<file path="config.mk">
export PLATFORM = sky130hd
export DESIGN_NAME = shader_core_pipe
export DESIGN_NICKNAME = d
export VERILOG_FILES = /design/src/rtl/shader_pkg.sv /design/src/rtl/shader_core_pipe_mul.sv /design/src/rtl/shader_core_pipe.sv
export SDC_FILE = /design/constraint.sdc
export NUM_CORES = 1
export LEC_CHECK = 0
export CAP_MARGIN = 20
export CORE_UTILIZATION = 36
export DETAILED_ROUTE_END_ITERATION = 7
export PLACE_DENSITY = 0.6
export RECOVER_POWER = 25
export SETUP_SLACK_MARGIN = 0.4
export SLEW_MARGIN = 20
export SYNTH_ARGS = -nofsm -noshare
export SYNTH_HDL_FRONTEND = slang
export SYNTH_SLANG_ARGS = --single-unit
</file>
<file path="constraint.sdc">
create_clock -name clk_i -period 7.5 [get_ports clk_i]
set_input_delay 1.125 -clock clk_i [delete_from_list [all_inputs] [get_ports clk_i]]
set_output_delay 1.125 -clock clk_i [all_outputs]
set_load 0.01 [all_outputs]
</file>
<file path="src/rtl/shader_pkg.sv">
// ---------------------------------------------------------------------------
// shader_pkg
//   Shared definitions for the shader execute core:
//     - opcode group localparams (instr[7:6])
//     - 4-bit single-arg subop enum (instr[5:2])
//     - 2-bit logic / arithmetic subops (instr[5:4])
//     - 16-entry x 6-bit quarter-wave sine table
//     - decoded-instruction struct and field extraction functions
// ---------------------------------------------------------------------------
package shader_pkg;

    // Opcode groups
    localparam logic [1:0] GRP_SINGLE = 2'b00;
    localparam logic [1:0] GRP_LOGIC  = 2'b01;
    localparam logic [1:0] GRP_ARITH  = 2'b10;
    localparam logic [1:0] GRP_LDI    = 2'b11;

    // Single-argument subops
    typedef enum logic [3:0] {
        OP_SETRGB  = 4'h0,
        OP_SETR    = 4'h1,
        OP_SETG    = 4'h2,
        OP_SETB    = 4'h3,
        OP_GETX    = 4'h4,
        OP_GETY    = 4'h5,
        OP_GETTIME = 4'h6,
        OP_GETUSER = 4'h7,
        OP_IFEQ    = 4'h8,
        OP_IFNE    = 4'h9,
        OP_IFGE    = 4'hA,
        OP_IFLT    = 4'hB,
        OP_MUL     = 4'hC,
        OP_DOUBLE  = 4'hD,
        OP_HALF    = 4'hE,
        OP_SINE    = 4'hF
    } subop_e;

    // Logic group subops
    localparam logic [1:0] LOP_AND = 2'b00;
    localparam logic [1:0] LOP_OR  = 2'b01;
    localparam logic [1:0] LOP_NOT = 2'b10;
    localparam logic [1:0] LOP_XOR = 2'b11;

    // Arithmetic group subops
    localparam logic [1:0] AOP_MOV = 2'b00;
    localparam logic [1:0] AOP_ADD = 2'b01;
    localparam logic [1:0] AOP_SHL = 2'b10;
    localparam logic [1:0] AOP_SHR = 2'b11;

    // Quarter-wave sine, index 15 first in the packed literal
    localparam logic [15:0][5:0] SINE_LUT = {
        6'd63, 6'd62, 6'd61, 6'd59, 6'd57, 6'd54, 6'd50, 6'd46,
        6'd42, 6'd37, 6'd31, 6'd25, 6'd19, 6'd13, 6'd6,  6'd0
    };

    typedef struct packed {
        logic [1:0] grp;
        subop_e     subop;
        logic [1:0] op2;    // logic / arith subop
        logic [1:0] arg0;   // destination / single operand
        logic [1:0] arg1;   // second operand
        logic [5:0] imm;
    } instr_t;

    function automatic logic [1:0] arg0(input logic [7:0] instr);
        return instr[1:0];
    endfunction

    function automatic logic [1:0] arg1(input logic [7:0] instr);
        return instr[3:2];
    endfunction

    function automatic instr_t decode(input logic [7:0] instr);
        instr_t d;
        d.grp   = instr[7:6];
        d.subop = subop_e'(instr[5:2]);
        d.op2   = instr[5:4];
        d.arg0  = arg0(instr);
        d.arg1  = arg1(instr);
        d.imm   = instr[5:0];
        return d;
    endfunction

endpackage

</file>
<file path="src/rtl/shader_core_pipe_mul.sv">
// ---------------------------------------------------------------------------
// shader_mul_seq
//   Iterative shift-add multiplier returning the high half of op_a*op_b.
//   One multiplier bit per cycle; busy for exactly DATA_W cycles after start.
//   Only compiled into the core when SHADER_MUL_EN is defined.
// Ports:
//   clk_i, rst_i   clock, async active-high reset
//   start          load operands and begin (ignored while busy)
//   abort          drop an in-flight multiply, no done pulse
//   op_a, op_b     multiplicand / multiplier
//   busy           multiply in progress
//   done           last iteration this cycle (combinational)
//   prod_hi        (op_a*op_b) >> DATA_W, valid while done is high
// ---------------------------------------------------------------------------
module shader_mul_seq #(
    parameter int DATA_W = 6
) (
    input  logic              clk_i,
    input  logic              rst_i,
    input  logic              start,
    input  logic              abort,
    input  logic [DATA_W-1:0] op_a,
    input  logic [DATA_W-1:0] op_b,
    output logic              busy,
    output logic              done,
    output logic [DATA_W-1:0] prod_hi
);
    localparam int CNT_W = $clog2(DATA_W);
    localparam logic [CNT_W-1:0] LAST = CNT_W'(DATA_W - 1);

    logic [DATA_W-1:0] mcand;
    logic [DATA_W-1:0] hi;
    logic [DATA_W-1:0] lo;
    logic [CNT_W-1:0]  cnt;
    logic [DATA_W:0]   sum;

    // Classic right-shifting accumulator: {hi,lo} holds partial product
    // with the untouched multiplier bits still sitting in lo.
    assign sum     = {1'b0, hi} + (lo[0] ? {1'b0, mcand} : '0);
    assign done    = busy && (cnt == LAST);
    assign prod_hi = sum[DATA_W:1];

    always_ff @(posedge clk_i or posedge rst_i) begin
        if (rst_i) begin
            busy  <= 1'b0;
            mcand <= '0;
            hi    <= '0;
            lo    <= '0;
            cnt   <= '0;
        end else if (start && !busy) begin
            busy  <= 1'b1;
            mcand <= op_a;
            hi    <= '0;
            lo    <= op_b;
            cnt   <= '0;
        end else if (busy) begin
            if (abort) begin
                busy <= 1'b0;
            end else begin
                hi  <= sum[DATA_W:1];
                lo  <= {sum[0], lo[DATA_W-1:1]};
                cnt <= cnt + 1'b1;
                if (cnt == LAST) busy <= 1'b0;
            end
        end
    end

endmodule

</file>
<file path="src/rtl/shader_core_pipe.sv">
// ---------------------------------------------------------------------------
// shader_core_pipe
//   Executes one 8-bit shader instruction per accepted valid/ready beat
//   against a 4-entry DATA_W register file, builds a working colour per
//   pixel and commits it to rgb_o on pixel_end_i.
//   Optional feature macro: SHADER_MUL_EN (adds the multi-cycle MUL opcode;
//   without it 00_1100_aa is a NOP and instr_ready_o is tied high).
// Ports:
//   clk_i, rst_i        clock, async active-high reset
//   instr_i/_valid_i    instruction beat in
//   instr_ready_o       core can accept (low only while MUL is running)
//   pixel_start_i       clear working colour/skip, abort MUL
//   pixel_end_i         commit working colour to rgb_o
//   x_pos_i, y_pos_i    pixel coordinates
//   time_i, user_i      frame time, user value
//   rgb_o               committed colour, R in the MSBs
//   rgb_valid_o         one-cycle pulse when rgb_o updates
// ---------------------------------------------------------------------------
module shader_core_pipe
    import shader_pkg::*;
#(
    parameter int DATA_W = 6,
    parameter int CH_W   = 2,
    localparam int RGB_W = 3 * CH_W
) (
    input  logic              clk_i,
    input  logic              rst_i,
    input  logic [7:0]        instr_i,
    input  logic              instr_valid_i,
    output logic              instr_ready_o,
    input  logic              pixel_start_i,
    input  logic              pixel_end_i,
    input  logic [DATA_W-1:0] x_pos_i,
    input  logic [DATA_W-1:0] y_pos_i,
    input  logic [DATA_W-1:0] time_i,
    input  logic [DATA_W-1:0] user_i,
    output logic [RGB_W-1:0]  rgb_o,
    output logic              rgb_valid_o
);
    localparam logic [DATA_W-1:0] DW_L = DATA_W[DATA_W-1:0];

    logic [3:0][DATA_W-1:0] regs, regs_n;
    logic [RGB_W-1:0]       rgb, rgb_n;
    logic                   skip, skip_n;

    instr_t            d;
    logic              accept;
    logic              skip_eff;
    logic [DATA_W-1:0] ra, rb, r0;
    logic [3:0]        sine_idx;

    assign d        = decode(instr_i);
    assign accept   = instr_valid_i && instr_ready_o;
    // An instruction arriving with pixel_start_i sees the cleared skip.
    assign skip_eff = skip && !pixel_start_i;
    assign ra       = regs[d.arg0];
    assign rb       = regs[d.arg1];
    assign r0       = regs[0];
    assign sine_idx = r0[DATA_W-1 -: 4];

`ifdef SHADER_MUL_EN
    logic              mul_start;
    logic              mul_busy;
    logic              mul_done;
    logic [DATA_W-1:0] mul_prod;
    logic [1:0]        mul_dst;

    shader_mul_seq #(.DATA_W(DATA_W)) u_mul (
        .clk_i   (clk_i),
        .rst_i   (rst_i),
        .start   (mul_start),
        .abort   (pixel_start_i),
        .op_a    (ra),
        .op_b    (r0),
        .busy    (mul_busy),
        .done    (mul_done),
        .prod_hi (mul_prod)
    );

    assign instr_ready_o = !mul_busy;

    always_ff @(posedge clk_i or posedge rst_i) begin
        if (rst_i)          mul_dst <= '0;
        else if (mul_start) mul_dst <= d.arg0;
    end
`else
    assign instr_ready_o = 1'b1;
`endif

    always_comb begin
        regs_n = regs;
        rgb_n  = pixel_start_i ? '0 : rgb;
        skip_n = pixel_start_i ? 1'b0 : skip;
`ifdef SHADER_MUL_EN
        mul_start = 1'b0;
`endif
        if (accept) begin
            if (skip_eff) begin
                skip_n = 1'b0;
            end else begin
                case (d.grp)
                    GRP_SINGLE: begin
                        case (d.subop)
                            OP_SETRGB:  rgb_n = ra[RGB_W-1:0];
                            OP_SETR:    rgb_n[3*CH_W-1 -: CH_W] = ra[CH_W-1:0];
                            OP_SETG:    rgb_n[2*CH_W-1 -: CH_W] = ra[CH_W-1:0];
                            OP_SETB:    rgb_n[CH_W-1:0]         = ra[CH_W-1:0];
                            OP_GETX:    regs_n[d.arg0] = x_pos_i;
                            OP_GETY:    regs_n[d.arg0] = y_pos_i;
                            OP_GETTIME: regs_n[d.arg0] = time_i;
                            OP_GETUSER: regs_n[d.arg0] = user_i;
                            OP_IFEQ:    skip_n = !(ra == r0);
                            OP_IFNE:    skip_n = !(ra != r0);
                            OP_IFGE:    skip_n = !(ra >= r0);
                            OP_IFLT:    skip_n = !(ra <  r0);
`ifdef SHADER_MUL_EN
                            OP_MUL:     mul_start = 1'b1;
`endif
                            OP_DOUBLE:  regs_n[d.arg0] = ra << 1;
                            OP_HALF:    regs_n[d.arg0] = ra >> 1;
                            OP_SINE:    regs_n[d.arg0] =
                                            DATA_W'(SINE_LUT[sine_idx]) << (DATA_W - 6);
                            default: ;
                        endcase
                    end
                    GRP_LOGIC: begin
                        case (d.op2)
                            LOP_AND: regs_n[d.arg0] = ra & rb;
                            LOP_OR:  regs_n[d.arg0] = ra | rb;
                            LOP_NOT: regs_n[d.arg0] = ~rb;
                            default: regs_n[d.arg0] = ra ^ rb;
                        endcase
                    end
                    GRP_ARITH: begin
                        case (d.op2)
                            AOP_MOV: regs_n[d.arg0] = rb;
                            AOP_ADD: regs_n[d.arg0] = ra + rb;
                            // Oversized shift amounts flush to zero
                            AOP_SHL: regs_n[d.arg0] = (rb >= DW_L) ? '0 : (ra << rb);
                            default: regs_n[d.arg0] = (rb >= DW_L) ? '0 : (ra >> rb);
                        endcase
                    end
                    default: regs_n[0] = DATA_W'(d.imm);
                endcase
            end
        end
`ifdef SHADER_MUL_EN
        // No accept can coincide with done since ready is low while busy.
        if (mul_done && !pixel_start_i) regs_n[mul_dst] = mul_prod;
`endif
    end

    always_ff @(posedge clk_i or posedge rst_i) begin
        if (rst_i) begin
            regs        <= '0;
            rgb         <= '0;
            skip        <= 1'b0;
            rgb_o       <= '0;
            rgb_valid_o <= 1'b0;
        end else begin
            regs        <= regs_n;
            rgb         <= rgb_n;
            skip        <= skip_n;
            rgb_valid_o <= pixel_end_i;
            // Simultaneous start+end commits the colour from before the clear.
            if (pixel_end_i) rgb_o <= pixel_start_i ? rgb : rgb_n;
        end
    end

endmodule

</file>
==> impl_metrics.csv, run 1 <==
group,metric,value,unit
global_route,antenna_found_initial,0,
clock_network,htree_levels,2,
drt,drt_pass1_iterations,6,
worst_setup_path,worstSetupStartpointType,"primary input",
power_and_ir_drop,power_frac_clock,20.1,%
finish,register_area,951,um^2
worst_setup_path,critPathArrivalTime,5.22,ns
sta,finalCritPeriodShare,66.4,%
clock_network,holdBufCountCts,0,
flow_run,drv_cap,1,
finish,multi_input_area,4880,um^2
power_and_ir_drop,p_comb_share,57.3,%
die,io_pins,45,
finish,fillers,1783,
die,die_y,134,um
clock_network,cts_root_buffer,"clkbuf_16",
finish,drive_gt1_share,6.88,%
drt,drtAntennaViolNets,0,
synthesis,synth.top_cells.by_area,"dfrtp_1 15%, o21ai_0 8.7%, a21oi_1 6.9%",
drt,drt-wirelength-per-cell,25.9,um
die,core_area,17200,um^2
drt,drt_iter0_markers,1524,
sta,max_freq,201,MHz
finish,num_antenna_cells,0,
clock_network,numCtsBuffers,5,
sta,finalSetupViolations,0,
synthesis,ys_seq_area_share,15.1,%
worst_setup_path,critical_path.max_fanout,25,
synthesis,netlist-cell-type-count,76,
power_and_ir_drop,total_power,1.50,mW
sta,worst_pin_slew,2.43,ns
global_route,overflow,0,
synthesis,synth_common_cells,"110 x o21ai_0, 97 x nand2_1, 87 x a21oi_1",
place,dp_hpwl,19.9,mm
power_and_ir_drop,swShare,50.1,%
outcome,violations,"max-capacitance violations, max-slew violations",
drt,drc,0,
finish,finalNetCount,951,
drt,viasPerCell,7.03,
die,design.die.area,18100,um^2
global_route,grt_max_degree,58,
outcome,outcome,"finished with violations",
worst_setup_path,cp.required,7.74,ns
synthesis,synthCells,905,
die,rows,48,
place,port_buffers,43,
power_and_ir_drop,power_frac_seq,22.6,%
clock_network,post-cts-setup-buffers,0,
synthesis,synth_fp_nets,971,
worst_setup_path,endpoint_kind,"flop",
synthesis,yosys_warnings,0,
power_and_ir_drop,p_sw,750,uW
hold_path,hold_depth,1,
synthesis,synth_edf_count,0,
worst_setup_path,rr_worst_depth,10,
global_route,grt_pass1_vias,6956,
drt,route.vias.total,7810,
die,die_x,134,um
power_and_ir_drop,irDropWorstVdd,0.114,mV
sta,layout_min_cycle_time,4.98,ns
clock_network,cts_tree,"yes",
global_route,grt_pass1_wl,42.9,mm
sta,rsz0062_at_grt,"false",
sta,clock_skew,0.00877,ns
power_and_ir_drop,intPower,748,uW
clock_network,worst_skew_pair.late_latency,0.31,ns
clock_network,clk_pin_slew,0.07,ns
sta,max-slew-margin-rel,-62.0,%
sta,hold_viol_final,0,
power_and_ir_drop,p_leak,2.65,nW
hold_path,hold_class,"flop to flop",
global_route,grt_use_total,31.7,%
synthesis,yosysTopAreaCell,"dfrtp_1",
synthesis,ys_ff_latch,38,
worst_setup_path,path_class,"primary input to flop",
synthesis,async_reset_ff_share,100,%
die,start_util,36.6,%
synthesis,synthFlopType,"dfrtp_1",
drt,finalWirelength,28.7,mm
synthesis,netlist.area_leader.share,15.1,%
clock_network,cts_num_sinks,38,
sta,drv_slew,39,
power_and_ir_drop,p_per_area,214,nW/um^2
finish,synthToLayoutAreaGrowth,10.9,%
place,gp_congestion,0.988,
clock_network,clk_path_buf_depth,2,
sta,tns,0,ns
synthesis,syn_area_per_cell,6.97,um^2
synthesis,synth_area,6310,um^2
synthesis,synth.most_common_cell,"o21ai_0",
clock_network,cts_resized,0,
[power by group through the flow]
stage                     registers [mW]  logic [mW]  clock network [mW]
after floorplan                    0.280       0.599                   0
after global placement             0.333       0.823                   0
after detailed placement           0.331       0.825                   0
after CTS                          0.328       0.828               0.299
after global routing               0.336       0.919               0.310
final                              0.338       0.858               0.302
[cells by family (layout without fill, tap and decap cells)]
logic type | count (synthesis) | count (layout) | synth area share [%]
simple gates | 289 | 289 | 22.6
flops | 38 | 38 | 15.1
compound gates | 379 | 379 | 38.2
fa+ha+maj | 31 | 31 | 6.19
mux | 41 | 41 | 10.1
other cells | 1 | 1 | 0.0594
buf+inv | 125 | 106 | 7.67
xor+xnor | 1 | 1 | 0.139
[through the flow]
stage | cell area [um^2] | util [%] | hold WS [ns] | setup WS [ns] | std cells
floorplan | 6310 | - | 0.528 | 3.43 | 905
global placement | 6810 | 39.5 | 0.493 | 2.30 | 1103
detailed placement | 6810 | 39.5 | 0.498 | 2.27 | 1103
CTS | 7000 | 40.6 | 0.513 | 2.58 | 1111
global route | 7000 | 40.6 | 0.522 | 2.35 | 1111
finish | 7000 | 40.6 | 0.511 | 2.52 | 1111
[cells in the final DEF, fill, tap and decap left out, types with 7 or more instances in the layout]
master           count
nor2b_1             10
o22ai_1             13
a21oi_1             87
nor2_1              53
ha_1                28
buf_4               19
a211o_1              7
and3_1               7
a32oi_1              7
o211ai_1            16
a31oi_1             28
mux2_2              14
mux2i_1             12
inv_1               31
clkdlybuf4s50_1     38
dfrtp_1             38
a211oi_1            16
mux4_2              10
nand2_1             97
and2_1               7
a21o_1              13
nand3_1             28
nor3_1              14
nand2b_1            29
o21ai_0            110
[per-layer routing]
metal	track usage (%)	wire length [um]
met5	2.50	58
met4	15.7	1590
met3	8.88	3980
met2	47.1	12100
met1	41.6	11000
[final timing paths]
kind,startpoint,slack [ns],end
worst max register to register,r0[0],3.75,flop
min in group asynchronous,rst_i,2.17,asynchronous set/reset pin
worst max-delay path,instr_i[2],2.52,flop
worst min register to register,rgb_o[4],0.51,rgb_o[4]
worst min-delay path,rgb_o[4],0.51,rgb_o[4]
max in group asynchronous,rst_i,3.96,r0[1]
[area by class of cell]
class / instances / share of cell area, %
Timing Repair Buffer: 63 / 8.03
Clock inverter: 3 / 0.983
Clock buffer: 5 / 1.79
Inverter: 35 / 1.88
Multi-Input combinational cell: 742 / 69.7
Tap cell: 225 / 4.02
Sequential cell: 38 / 13.6
[critical path, stage by stage]
cell and delay (ns):
clkdlybuf4s50_1 0.94, buf_4 0.40, mux4_2 0.62, or4_1 0.65, o41ai_1 0.90, a21oi_1 0.13
a211o_1 0.30, a21oi_1 0.13
No activity file was read; power rests on OpenSTA's default activity.
==> inputs of run 2 (changes only) <==
PLACE_DENSITY = 0.62   (was 0.6)
clock period = 4.35 ns   (was 7.5 ns; I/O delays follow)
==> impl_metrics.csv, run 2 (synthesis results as in run 1) <==
group,metric,value,unit
finish,finalNetCount,991,
sta,tns,0,ns
hold_path,hold_depth,1,
sta,worst_pin_slew,2.39,ns
clock_network,cts_num_sinks,38,
sta,hold_viol_final,0,
clock_network,worst_skew_pair.late_latency,0.29,ns
finish,register_area,951,um^2
clock_network,cts_tree,"yes",
die,die_x,134,um
clock_network,cts_root_buffer,"clkbuf_16",
sta,drv_slew,39,
power_and_ir_drop,irDropWorstVdd,0.221,mV
place,dp_hpwl,22.3,mm
power_and_ir_drop,p_leak,2.86,nW
worst_setup_path,worstSetupStartpointType,"primary input",
place,placed_area,7110,um^2
die,start_util,36.6,%
global_route,antenna_found_initial,0,
global_route,grt_use_total,33.3,%
drt,route.vias.total,8041,
outcome,violations,"max-capacitance violations, max-slew violations",
finish,synthToLayoutAreaGrowth,15.9,%
finish,fillers,1773,
power_and_ir_drop,p_per_area,366,nW/um^2
drt,drtAntennaViolNets,0,
clock_network,clk_pin_slew,0.06,ns
drt,viasPerCell,6.99,
flow_run,drv_cap,1,
clock_network,clk_path_buf_depth,2,
outcome,outcome,"finished with violations",
worst_setup_path,crit_path_frequent_cell,"nor2_1",
worst_setup_path,cp_slowest_cell,"clkdlybuf4s50_1",
worst_setup_path,path_cells,"clkdlybuf4s50_1 > buf_6 > mux4_2 > inv_1 > ha_1 > o21ai_0 > nor2_1 > nor2_1 > a21o_1 > a221o_1 > nor4_1 > nor3b_1",
finish,finalInstanceArea,7310,um^2
global_route,overflow,0,
sta,finalCritPeriodShare,87.6,%
drt,finalWirelength,30.2,mm
drt,drt-wirelength-per-cell,26.3,um
finish,drive_gt1_share,10.9,%
worst_setup_path,path_buf_inv,3,
sta,max-slew-margin-rel,-59.1,%
worst_setup_path,cp_num_cells,12,
power_and_ir_drop,total_power,2.68,mW
worst_setup_path,endpoint_kind,"flop",
finish,final_common_cell,"o21ai_0",
die,design.die.area,18100,um^2
die,io_pins,45,
clock_network,cts_resized,0,
worst_setup_path,cp.required,4.52,ns
die,core_area,17200,um^2
drt,drc,0,
worst_setup_path,crit_family,"buffers and inverters",
drt,drt_iter0_markers,1228,
drt,drt_pass1_iterations,5,
finish,num_antenna_cells,0,
worst_setup_path,critical_path.max_fanout,15,
place,gp_congestion,1.00,
clock_network,htree_levels,2,
clock_network,numCtsBuffers,5,
die,rows,48,
worst_setup_path,crit_path_max_incr_delay,0.67,ns
place,port_buffers,43,
clock_network,holdBufCountCts,0,
sta,rsz0062_at_grt,"false",
sta,clock_skew,0.00692,ns
worst_setup_path,rr_worst_depth,10,
global_route,grt_pass1_wl,45.5,mm
global_route,grt_pass1_vias,7347,
sta,finalSetupViolations,0,
finish,final_cell_mix,"110 x o21ai_0, 97 x nand2_1, 87 x a21oi_1, 58 x buf_4, 53 x nor2_1",
hold_path,hold_class,"flop to flop",
worst_setup_path,critPathArrivalTime,3.98,ns
die,die_y,134,um
sta,max_freq,262,MHz
clock_network,post-cts-setup-buffers,0,
global_route,grt_max_degree,39,
finish,multi_input_area,4880,um^2
sta,layout_min_cycle_time,3.81,ns
worst_setup_path,path_class,"primary input to flop",
[run 2: changes by cell type in the layout (fill, tap and decap cells not counted), sizes merged]
cell,previous run,this run
buf,22,62
clkdlybuf4s50,38,37
clkinv,5,4
clkbuf,6,7
dlymetal6s2s,0,1
[run 2: worst paths after layout]
kind	end	slack, ns	start
max	flop	0.54	instr_i[0]
min	rgb_o[3]	0.51	rgb_o[3]
max reg2reg	flop	0.97	r0[0]
min reg2reg	rgb_o[3]	0.51	rgb_o[3]
max in group asynchronous	r0[0]	1.29	rst_i
min in group asynchronous	skip	1.69	rst_i
[run 2: where the power goes]
group          leakage, nW  switching (mW)  internal (mW)
Clock               0.0971           0.162          0.345
Sequential           0.482           0.170          0.410
Combinational         2.28           0.979          0.609
[run 2: metrics by stage]
stage / std cells / utilization (%) / worst slack (ns) / hold WS [ns]
after floorplan: 905 / - / 0.757 / 0.528
after global placement: 1143 / 41.3 / 0.213 / 0.491
after detailed placement: 1143 / 41.3 / 0.143 / 0.499
final: 1151 / 42.4 / 0.538 / 0.510
after global routing: 1151 / 42.4 / 0.412 / 0.531
after CTS: 1151 / 42.4 / 0.450 / 0.513
[run 2: cell type report]
class	instances	share of cell area (%)
multi-input cells	742	66.8
flip-flops and latches	38	13.0
repair buffers	103	11.9
well taps	225	3.85
clock buffers	6	1.90
inverters	35	1.80
clock inverters	2	0.821
[run 2: metal layers]
layer	routed length, um	track usage, %	part of all wire (%)	vias to the layer above
met4	1470	13.1	4.9	0
met2	12600	50.2	42	750
met5	0	0	0	-
li1	-	-	-	3452
met3	4420	9.67	15	128
met1	11800	44.6	39	3711
[run 2: worst reg2reg max path: stages, from the launching register on]
cell       delay (ns)
dfrtp_1          0.60
mux4_1           0.62
ha_1             0.28
fa_1             0.49
a21o_1           0.19
a21oi_1          0.17
xnor2_1          0.13
a2111oi_0        0.51
nor3_1           0.10
nand2_1          0.09
a211oi_1         0.07
==> RTL edit, RTL diff (settings of run 2) <==
Change the parameter `DATA_W` from 6 to 8.
--- a/src/rtl/shader_core_pipe.sv
+++ b/src/rtl/shader_core_pipe.sv
@@ -20,5 +20,5 @@
     import shader_pkg::*;
 #(
-    parameter int DATA_W = 6,
+    parameter int DATA_W = 8,
     parameter int CH_W   = 2,
     localparam int RGB_W = 3 * CH_W
Ports: changed (resized time_i, user_i, x_pos_i and y_pos_i); port bits go from 45 to 53. No check against the original RTL was run, so the function may have changed too.
==> RTL edit against run 2 <==
The flow still finishes with violations (max-capacitance violations, max-slew violations). Power up 20%. Routed wire length rose by 27%. Die area rose by 24%. Area after synthesis is 25% higher. Worst setup slack improved by 0.13 ns. Count of clock-buffer cells in the layout fell by 1. Sequential cell count up 8. Final area up 23%.
==> RTL edit: results (changes against run 2) <==
Timing
  – Final slew viol count: 32 (-18%)
  – Slew HR: -1.165% (+58 points)
  – Worst-case clock skew: 0.01329 ns (+0.006373 ns)
  – Hold_ws: 0.5099 ns (+0.0003530 ns)

Yosys
  – Synth unique cells: 83 (+9.2%)
  – Seq cells post-synth: 46 (+21%)
  – Sequential area share after synthesis: 14.61% (-0.45 points)

Layout
  – Multi-input combinational area share: 68.22% (+1.5 points)
  – Sequential share of cell area: 12.81% (-0.20 points)
  – Bufs w/o clock: 121 (+17%)
  – FILL cells: 2234 (+26%)
  – Final clock-cell share: 1.879% (-0.84 points)

Flow run
  – Maxcap violations: 1 (unchanged)

Setup path
  – CP arrival: 3.91 ns (-0.07 ns)
  – Maximum fanout along the worst path: 5 (-10)
  – Reg2Reg Launch Point: r0[4]
  – Critical Path Max Stage Delay: 0.57 ns (-0.10 ns)
  – Max stage delay cell, worst path: mux4_2
  – Top delay family on crit path: compound AO/OA/AOI/OAI gates
  – Reg2reg setup slack: 0.83 ns (-0.14 ns)
  – R2r worst-path depth: 9 (-1)

Outcome
  – Status: finished, violations left
  – Failing checks: max-capacitance violations, max-slew violations

GRT
  – Largest net degree at the start of global routing: 35 (-10%)
  – First-pass GRT wire length: 57.43 mm (+26%)
  – All-layer global routing usage: 34.50% (+1.2 points)
  – Number of global-route vias before repair: 9063 (+23%)

Hold path
  – Min-delay src: rgb_o[2]
  – Hold EP: rgb_o[2]

Power
  – Worst vdd ir: 205.1 uV (-7.3%)
  – P_leak: 3.451 nW (+21%)

Placed design
  – GP Congestion: 1.003 (-0.12%)
  – Detailed placer's ending HPWL: 28.35 mm (+27%)
  – PortBufs: 51 (+19%)

Route
  – Drt via density: 6.944 (-0.61%)
  – Drt pass-1 iters: 6 (+1)
  – WL/cell: 27.38 microns (+4.2%)

CTS
  – Clock Latency Late Sink: 0.31 ns (+0.02 ns)
==> RTL edit: cell types whose count changed after synthesis, sizes merged, moves of 9 or more <==
cell,run 2,this run
nor2,53,100
nand3,28,48
a21oi,87,105
a22oi,6,22
buf,10,24
mux2i,12,25
nand4,6,18
clkbuf,80,90
inv,32,41
o31ai,3,12
==> RTL edit: per-layer routing <==
layer  track usage, %  wire length (microns)  vias up
li1                 -                      -     4251
met1            46.89                  15250     4575
met2            49.35                  15990      787
met3            9.451                   5096      143
met4            17.78                   2127        0
met5                0                      0        -
==> RTL edit: metrics by stage <==
stage | setup WS [ns] | cells | cell area (sq um) | total power, mW
global placement | 0.04943 | 1397 | 8805 | 2.650
CTS | 0.6092 | 1405 | 8982 | 3.147
floorplan | 0.4266 | 1115 | 7885 | 1.917
detailed placement | -0.007961 | 1397 | 8805 | 2.650
global route | 0.5065 | 1405 | 8987 | 3.393
finish | 0.6671 | 1405 | 8987 | 3.223
==> RTL edit: repair_timing <==
action                                  in CTS  in global routing
buffers inserted                             0                  0
gates resized for setup                      3                  1
endpoints found under the setup margin       3                  2
==> RTL edit: logic make-up after synthesis <==
family / count (synthesis) / synth area share [%]
and+or+nand+nor: 367 / 22.74
DFF: 46 / 14.61
adders and majority gates: 36 / 5.781
buffers and inverters: 157 / 7.878
other: 1 / 0.04760
AOI/OAI and AO/OA: 441 / 36.88
xor gates and xnor gates: 4 / 0.4448
muxes: 63 / 11.61
==> RTL edit: power by group <==
group	total, mW	internal (mW)	switching [mW]
combinational	2.06	0.780	1.28
clock	0.485	0.274	0.211
sequential	0.676	0.499	0.177
total	3.22	1.55	1.67
